<file path="config.mk">
export PLATFORM = sky130hd
export DESIGN_NAME = taillight_seq_ctrl
export DESIGN_NICKNAME = d
export VERILOG_FILES = /design/src/rtl/taillight_seq_ctrl.sv
export SDC_FILE = /design/constraint.sdc
export NUM_CORES = 1
export LEC_CHECK = 0
export ABC_AREA = 1
export CAP_MARGIN = 20
export CORE_AREA = 2 2 46 48
export DETAILED_ROUTE_END_ITERATION = 10
export DIE_AREA = 0 0 48 50
export GPL_TIMING_DRIVEN = 0
export PLACE_DENSITY = 0.8
export SYNTH_ARGS = -nofsm -noshare
export SYNTH_HDL_FRONTEND = slang
export SYNTH_SLANG_ARGS = --single-unit
</file>
<file path="constraint.sdc">
create_clock -name Clk -period 1.9 [get_ports Clk]
set_clock_uncertainty 0.1 [all_clocks]
set_input_delay 0.57 -clock Clk [delete_from_list [all_inputs] [get_ports Clk]]
set_output_delay 0.57 -clock Clk [all_outputs]
set_load 0.03 [all_outputs]
</file>
<file path="src/rtl/taillight_seq_ctrl.sv">
// Tail-lamp sequencer: arbitrates turn/hazard requests and paces a three-step
// chase pattern per side, with a combinational brake overlay.
module taillight_seq_ctrl #(
   parameter int unsigned TICK_DIV = 4,
   parameter int unsigned CNT_W    = 8
) (
   input  logic       Clk,
   input  logic       reset,
   input  logic       left_req,
   input  logic       right_req,
   input  logic       hazard_req,
   input  logic       brake,
   output logic [2:0] L,
   output logic [2:0] R,
   output logic       busy,
   output logic [1:0] mode
);

   typedef enum logic [1:0] {
      IDLE = 2'd0,
      RUN  = 2'd1,
      GAP  = 2'd2
   } state_t;

   localparam logic [1:0]       M_NONE   = 2'b00;
   localparam logic [1:0]       M_LEFT   = 2'b01;
   localparam logic [1:0]       M_RIGHT  = 2'b10;
   localparam logic [1:0]       M_HAZ    = 2'b11;
   localparam logic [CNT_W-1:0] PRE_LAST = CNT_W'(TICK_DIV - 1);

   state_t           state, state_nx;
   logic [1:0]       step, step_nx;
   logic [1:0]       mode_q, mode_nx;
   logic [CNT_W-1:0] pre, pre_nx;
   logic [2:0]       pat;
   logic [2:0]       side_idle;

   always_ff @(posedge Clk or posedge reset) begin
      if (reset) begin
         state  <= IDLE;
         step   <= 2'd0;
         mode_q <= M_NONE;
         pre    <= '0;
      end else begin
         state  <= state_nx;
         step   <= step_nx;
         mode_q <= mode_nx;
         pre    <= pre_nx;
      end
   end

   always_comb begin
      state_nx = state;
      step_nx  = step;
      mode_nx  = mode_q;
      pre_nx   = pre;
      case (state)
         IDLE: begin
            pre_nx  = '0;
            step_nx = 2'd0;
            mode_nx = M_NONE;
            if (hazard_req || (left_req && right_req)) begin
               state_nx = RUN;
               step_nx  = 2'd1;
               mode_nx  = M_HAZ;
            end else if (left_req) begin
               state_nx = RUN;
               step_nx  = 2'd1;
               mode_nx  = M_LEFT;
            end else if (right_req) begin
               state_nx = RUN;
               step_nx  = 2'd1;
               mode_nx  = M_RIGHT;
            end
         end
         RUN, GAP: begin
            // Hazard preempts a turn sequence, including its GAP step.
            if (hazard_req && mode_q != M_HAZ) begin
               state_nx = RUN;
               step_nx  = 2'd1;
               pre_nx   = '0;
               mode_nx  = M_HAZ;
            end else if (pre == PRE_LAST) begin
               pre_nx = '0;
               if (state == GAP) begin
                  state_nx = IDLE;
                  step_nx  = 2'd0;
                  mode_nx  = M_NONE;
               end else if (step == 2'd3) begin
                  state_nx = GAP;
                  step_nx  = 2'd0;
               end else begin
                  step_nx = step + 2'd1;
               end
            end else begin
               pre_nx = pre + 1'b1;
            end
         end
         default: begin
            state_nx = IDLE;
            step_nx  = 2'd0;
            mode_nx  = M_NONE;
            pre_nx   = '0;
         end
      endcase
   end

   always_comb begin
      pat = 3'b000;
      if (state == RUN) begin
         case (step)
            2'd1:    pat = 3'b001;
            2'd2:    pat = 3'b011;
            2'd3:    pat = 3'b111;
            default: pat = 3'b000;
         endcase
      end
      side_idle = brake ? 3'b111 : 3'b000;
      case (mode_q)
         M_LEFT: begin
            L = pat;
            R = side_idle;
         end
         M_RIGHT: begin
            L = side_idle;
            R = pat;
         end
         M_HAZ: begin
            L = pat;
            R = pat;
         end
         default: begin
            L = side_idle;
            R = side_idle;
         end
      endcase
   end

   assign busy = (state != IDLE);
   assign mode = mode_q;

endmodule

</file>
# Yosys cells after proc, flatten, opt, wreduce, memory -nomap -nowiden
# Cells that the tools add are included.
totals:
  register_bits: 14
  word_cells: 61
  input_bits: 6
op_classes:
  eq_ne: 14
  add_sub_neg: 2
  n_mux: 31
  reduce_logical: 10
ops:
  columns: ["cell", "n"]
  rows:
  - ["$mux W2", 17]
  - ["$mux W8", 3]
  - ["$mux W3", 4]
  - ["$pmux W2 S2", 3]
  - ["$eq A2 B2 Y1 const B", 5]
  - ["$pmux W3 S3", 1]
  - ["$add A8 B1 Y8 const B", 1]
  - ["$eq A8 B2 Y1 const B", 1]
  - ["$ne A4 B4 Y1 const B", 2]
  - ["$eq A2 B1 Y1 const B", 3]
  - ["$ne A3 B3 Y1 const B", 2]
  - ["$reduce_or A2 Y1", 3]
  - ["$mux W1", 3]
  - ["$reduce_and A3 Y1", 1]
  - ["$add A2 B1 Y2 const B", 1]
  - ["$logic_and A1 B1 Y1", 2]
  - ["$logic_not A2 Y1", 1]
  - ["$ne A2 B2 Y1 const B", 1]
  - ["$reduce_and A2 Y1", 1]
  - ["$reduce_bool A2 Y1", 1]
  - ["$logic_or A1 B1 Y1", 1]

# Logic depth before layout (Yosys ltp)
logic_depth:
  word_depth: 6
  mapped_depth: 8
  mapped_depth_nobuf: 8

# Least setup slack after synthesis
# OpenSTA, ideal clock, no wires.
synth_path:
  path_type: "register to output"
  startpoint: "reg state[1]"
  endpoint: "out L[1]"
  n_path_buf: 0
  slack_ps: -194
  path_stages_with_launch: 5
  t_arrival_ps: 1424
  cell_sequence: "dfrtp_1 > inv_1 > ha_1 > o211ai_1 > o21ai_0"
synth_between:
  elab_chain_cells: 3
synth_lines:
  columns: ["element", "line", "rtl"]
  rows:
  - ["start, declared", "31", "state_t state, state_nx;"]
  - ["start signal, assigned", "45", "state <= state_nx;"]
  - ["$eq A2 B1 Y1", "110", "if (state == RUN) begin"]
  - ["$mux W3", "110", null]
  - ["$mux W3", "119", "case (mode_q)"]
  - ["end, declared", "13", "output logic [2:0] L,"]
# Every way passes these cells.

# Worst setup path after layout
layout_path:
  startpoint: "reg step[1]"
  endpoint: "out L[1]"
layout_between:
  elab_chain_cells: 4
  elab_cells_between_ends: 6
  classes_between: "eq/ne: 3; mux: 3"
layout_lines:
  columns: ["element", "line", "rtl"]
  rows:
  - ["start, declared", "32", "logic [1:0] step, step_nx;"]
  - ["start signal, assigned", "46", "step <= step_nx;"]
  - ["$eq A2 B2 Y1 / $eq A2 B1 Y1 (equally long branches)", "111", "case (step)"]
  - ["$pmux W3 S3 (*)", "111", null]
  - ["$mux W3 (*)", "110", null]
  - ["$mux W3 (*)", "119", null]
# Mark *: on every way between the ends. The rest lies on a longest branch, timed or not.

==> flow_summary.ini <==
[run_status]
status = complete, but fails checks
violations = setup timing

[yosys]
synthSimpleGateAreaFrac_pct = 31.03
synthXorXnorAreaFrac_pct = 0
avgSynthCellArea_um2 = 7.608
yosysTopAreaCellShare_pct = 37.14
ys_types = 20
synthMuxAreaShare_pct = 0
postSynthCellCount = 124
synth_top_family_by_area = simple AND/OR/NAND/NOR gates
synthAdderAreaFrac_pct = 10.61
seq_area_frac_synth_pct = 37.14
synth_compound_area_share_pct = 12.07
netlist_area_um2 = 943.4
synth_nets = 138
synth_area_leaders = dfrtp_1 37%, ha_1 11%, nand2_1 9.5%
yosysWarnings = 0
yosys.area.top_type = dfrtp_1
ys_ff_latch = 14

[clock_network]
clk_pin_slew_worst_paths_ns = 0.09
clk_path_buf_depth = 2
htree_levels = 1
ctsHoldBuffers = 0
cts_buffers = 3
worstSkewPairLatency_ns = 0.29
root_buffer = clkbuf_4
cts_tree = yes
cts_sinks = 14

[route]
vias = 880
routed_wl_um = 2008
remaining_drc_errors = 0
wire_per_inst_um = 11.41
drtAntennaViolNets = 0
vias_per_cell = 5.000
drt_first_pass_iters = 4
drt_iter0_markers = 20

[power_and_ir_drop]
cellPowerDensity_mw_per_mm2 = 1497
ir_worst_vdd_uv = 1320
p_total_mw = 1.840
p_leak_nw = 0.5937

[cells_and_area]
final_area_mm2 = 0.001229
antenna_cells = 0
drive_gt1_share_pct = 26.17
syn2layout_area_growth_pct = 30.24
layout_commonest_cell = nand2_1
final_nets = 164
fin_util_pct = 64.61
final_cell_mix = 23 x nand2_1, 14 x nor2_1, 13 x inv_1, 13 x dfrtp_1, 12 x buf_4

[global_routing]
grt_pass1_wl_um = 3415
gr-usage-all-layers_pct = 19.22
grt_pass1_vias = 810
gr-total-overflow = 0
grt_max_degree = 15
grt_antenna_before_repair = 0

[sta]
fin_ws_ns = -0.1649
fmax_ghz = 0.4843
rsz0062_at_grt = true
worstMarginPinSlew_ns = 0.5441
finalHoldViolCount = 0
fin_crit_sh_pct = 108.7
finalSetupViolCount = 6
max-slew-margin-rel_pct = 63.69
fin_crit_ns = 2.065
final_max_slew_viol_count = 0
fin_tns_setup_ns = -0.5764

[placement]
gp_congestion = 0.8639
io_buffers = 14
dpl_cell_area_mm2 = 0.001117
place_hpwl_um = 1419

[job]
drv_cap = 0

[floorplanning]
fp.dieH_um = 50
ioPinCount = 15
core-area_mm2 = 0.001902
start_util_pct = 49.61
die_w_um = 48
die-area_mm2 = 0.002400
rows = 16

[worst_setup_path]
cp_slowest_stage_delay_ns = 0.42
worst_setup_path_end_kind = output pin
slowest_stage = dfrtp_1
startpoint_type = register
cp.required_ns = 1.23
critPathArrivalTime_ns = 1.39
cp_cell_sequence = ha_2 > o211ai_1 > o21ai_1 > buf_4
cp_max_fo = 3
critPathKind = register to output pin

[min_path]
holdCritPathClass = register to register
-- power breakdown --
part           internal, mW  switching [mW]  leakage (nW)
Sequential            0.375          0.0712         0.185
Combinational         0.493           0.677         0.388
Clock                 0.117           0.107        0.0210
-- final cells by class --
cell class | count | area (um^2)
buffer | 1 | 11.26
clock buffer | 4 | 36.28
fill | 160 | 673.1
inverter | 20 | 77.57
multi-input combinational | 89 | 539.3
sequential | 14 | 351.6
tap | 27 | 33.78
timing repair buffer | 21 | 178.9
-- through the flow --
| step | setup WS (ns) | std cells | hold slack, ns |
|---|---|---|---|
| after floorplan | -0.1936 | 124 | 0.3306 |
| after detailed placement | -0.6861 | 165 | 0.3512 |
| after CTS | -0.1777 | 173 | 0.3630 |
| after global routing | -0.2192 | 176 | 0.3791 |
| final | -0.1649 | 176 | 0.3638 |
| after global placement | -0.6664 | 165 | 0.3472 |
-- what timing repair did --
item	4_1_cts	5_1_grt
setup endpoints to repair	9	7
buffers inserted	4	3
pin swaps	5	1
gates resized for setup	63	3
-- critical path, delay by kind of cell, from the launching register on --
family / cells / cell delay (ns)
AOI/OAI and AO/OA: 2 / 0.30
adders and majority gates: 1 / 0.21
DFF: 1 / 0.42
buffers and inverters: 1 / 0.17
-- kinds of logic after synthesis --
kind of cell	after synthesis
AND/OR/NAND/NOR	62
buffers and inverters	21
AO/OA/AOI/OAI	19
flip-flops	14
adder cells (fa/ha/maj)	8
-- routing by layer --
metal  share of wire [%]  track usage (%)
met3                 4.6            2.198
met1                  43            26.67
met4                 1.5            5.405
met2                  51            30.67
met5                   0                0
-- flip-flops by register name, summed over array words and instances (netlist names) --
| register | flops |
|---|---|
| state | 2 |
| step | 2 |
| pre | 8 |
| mode | 2 |
-- synth_stat cells --
cell type,instances
nor3_2,3
nand2_1,24
inv_1,19
nand3_1,11
a21boi_4,1
dfrtp_1,14
nor4_1,1
o21ai_1,2
buf_6,1
ha_1,8
nand3b_1,1
o21ai_0,9
nor3_1,3
a21oi_1,5
nor2_1,14
o211ai_1,2
nand2_4,1
inv_2,1
nand4_1,2
nand2_2,2
-- worst paths after layout --
path / start / to / slack, ns / cells past startpoint
setup / recovery: step[1]$_DFFE_PP0P_ / L[1] / -0.16 / 4
max in group asynchronous: reset / state[0]$_DFFE_PP0P_ / 0.80 / 2
min in group asynchronous: reset / state[1]$_DFFE_PP0P_ / 0.51 / 2
setup reg to reg: state[1]$_DFFE_PP0P_ / state[1]$_DFFE_PP0P_ / 0.25 / 8
hold reg to reg: pre[0]$_DFF_PP0_ / pre[0]$_DFF_PP0_ / 0.36 / 1
hold / removal: pre[0]$_DFF_PP0_ / pre[0]$_DFF_PP0_ / 0.36 / 1
Note: power is estimated with default switching activity, not from simulation.
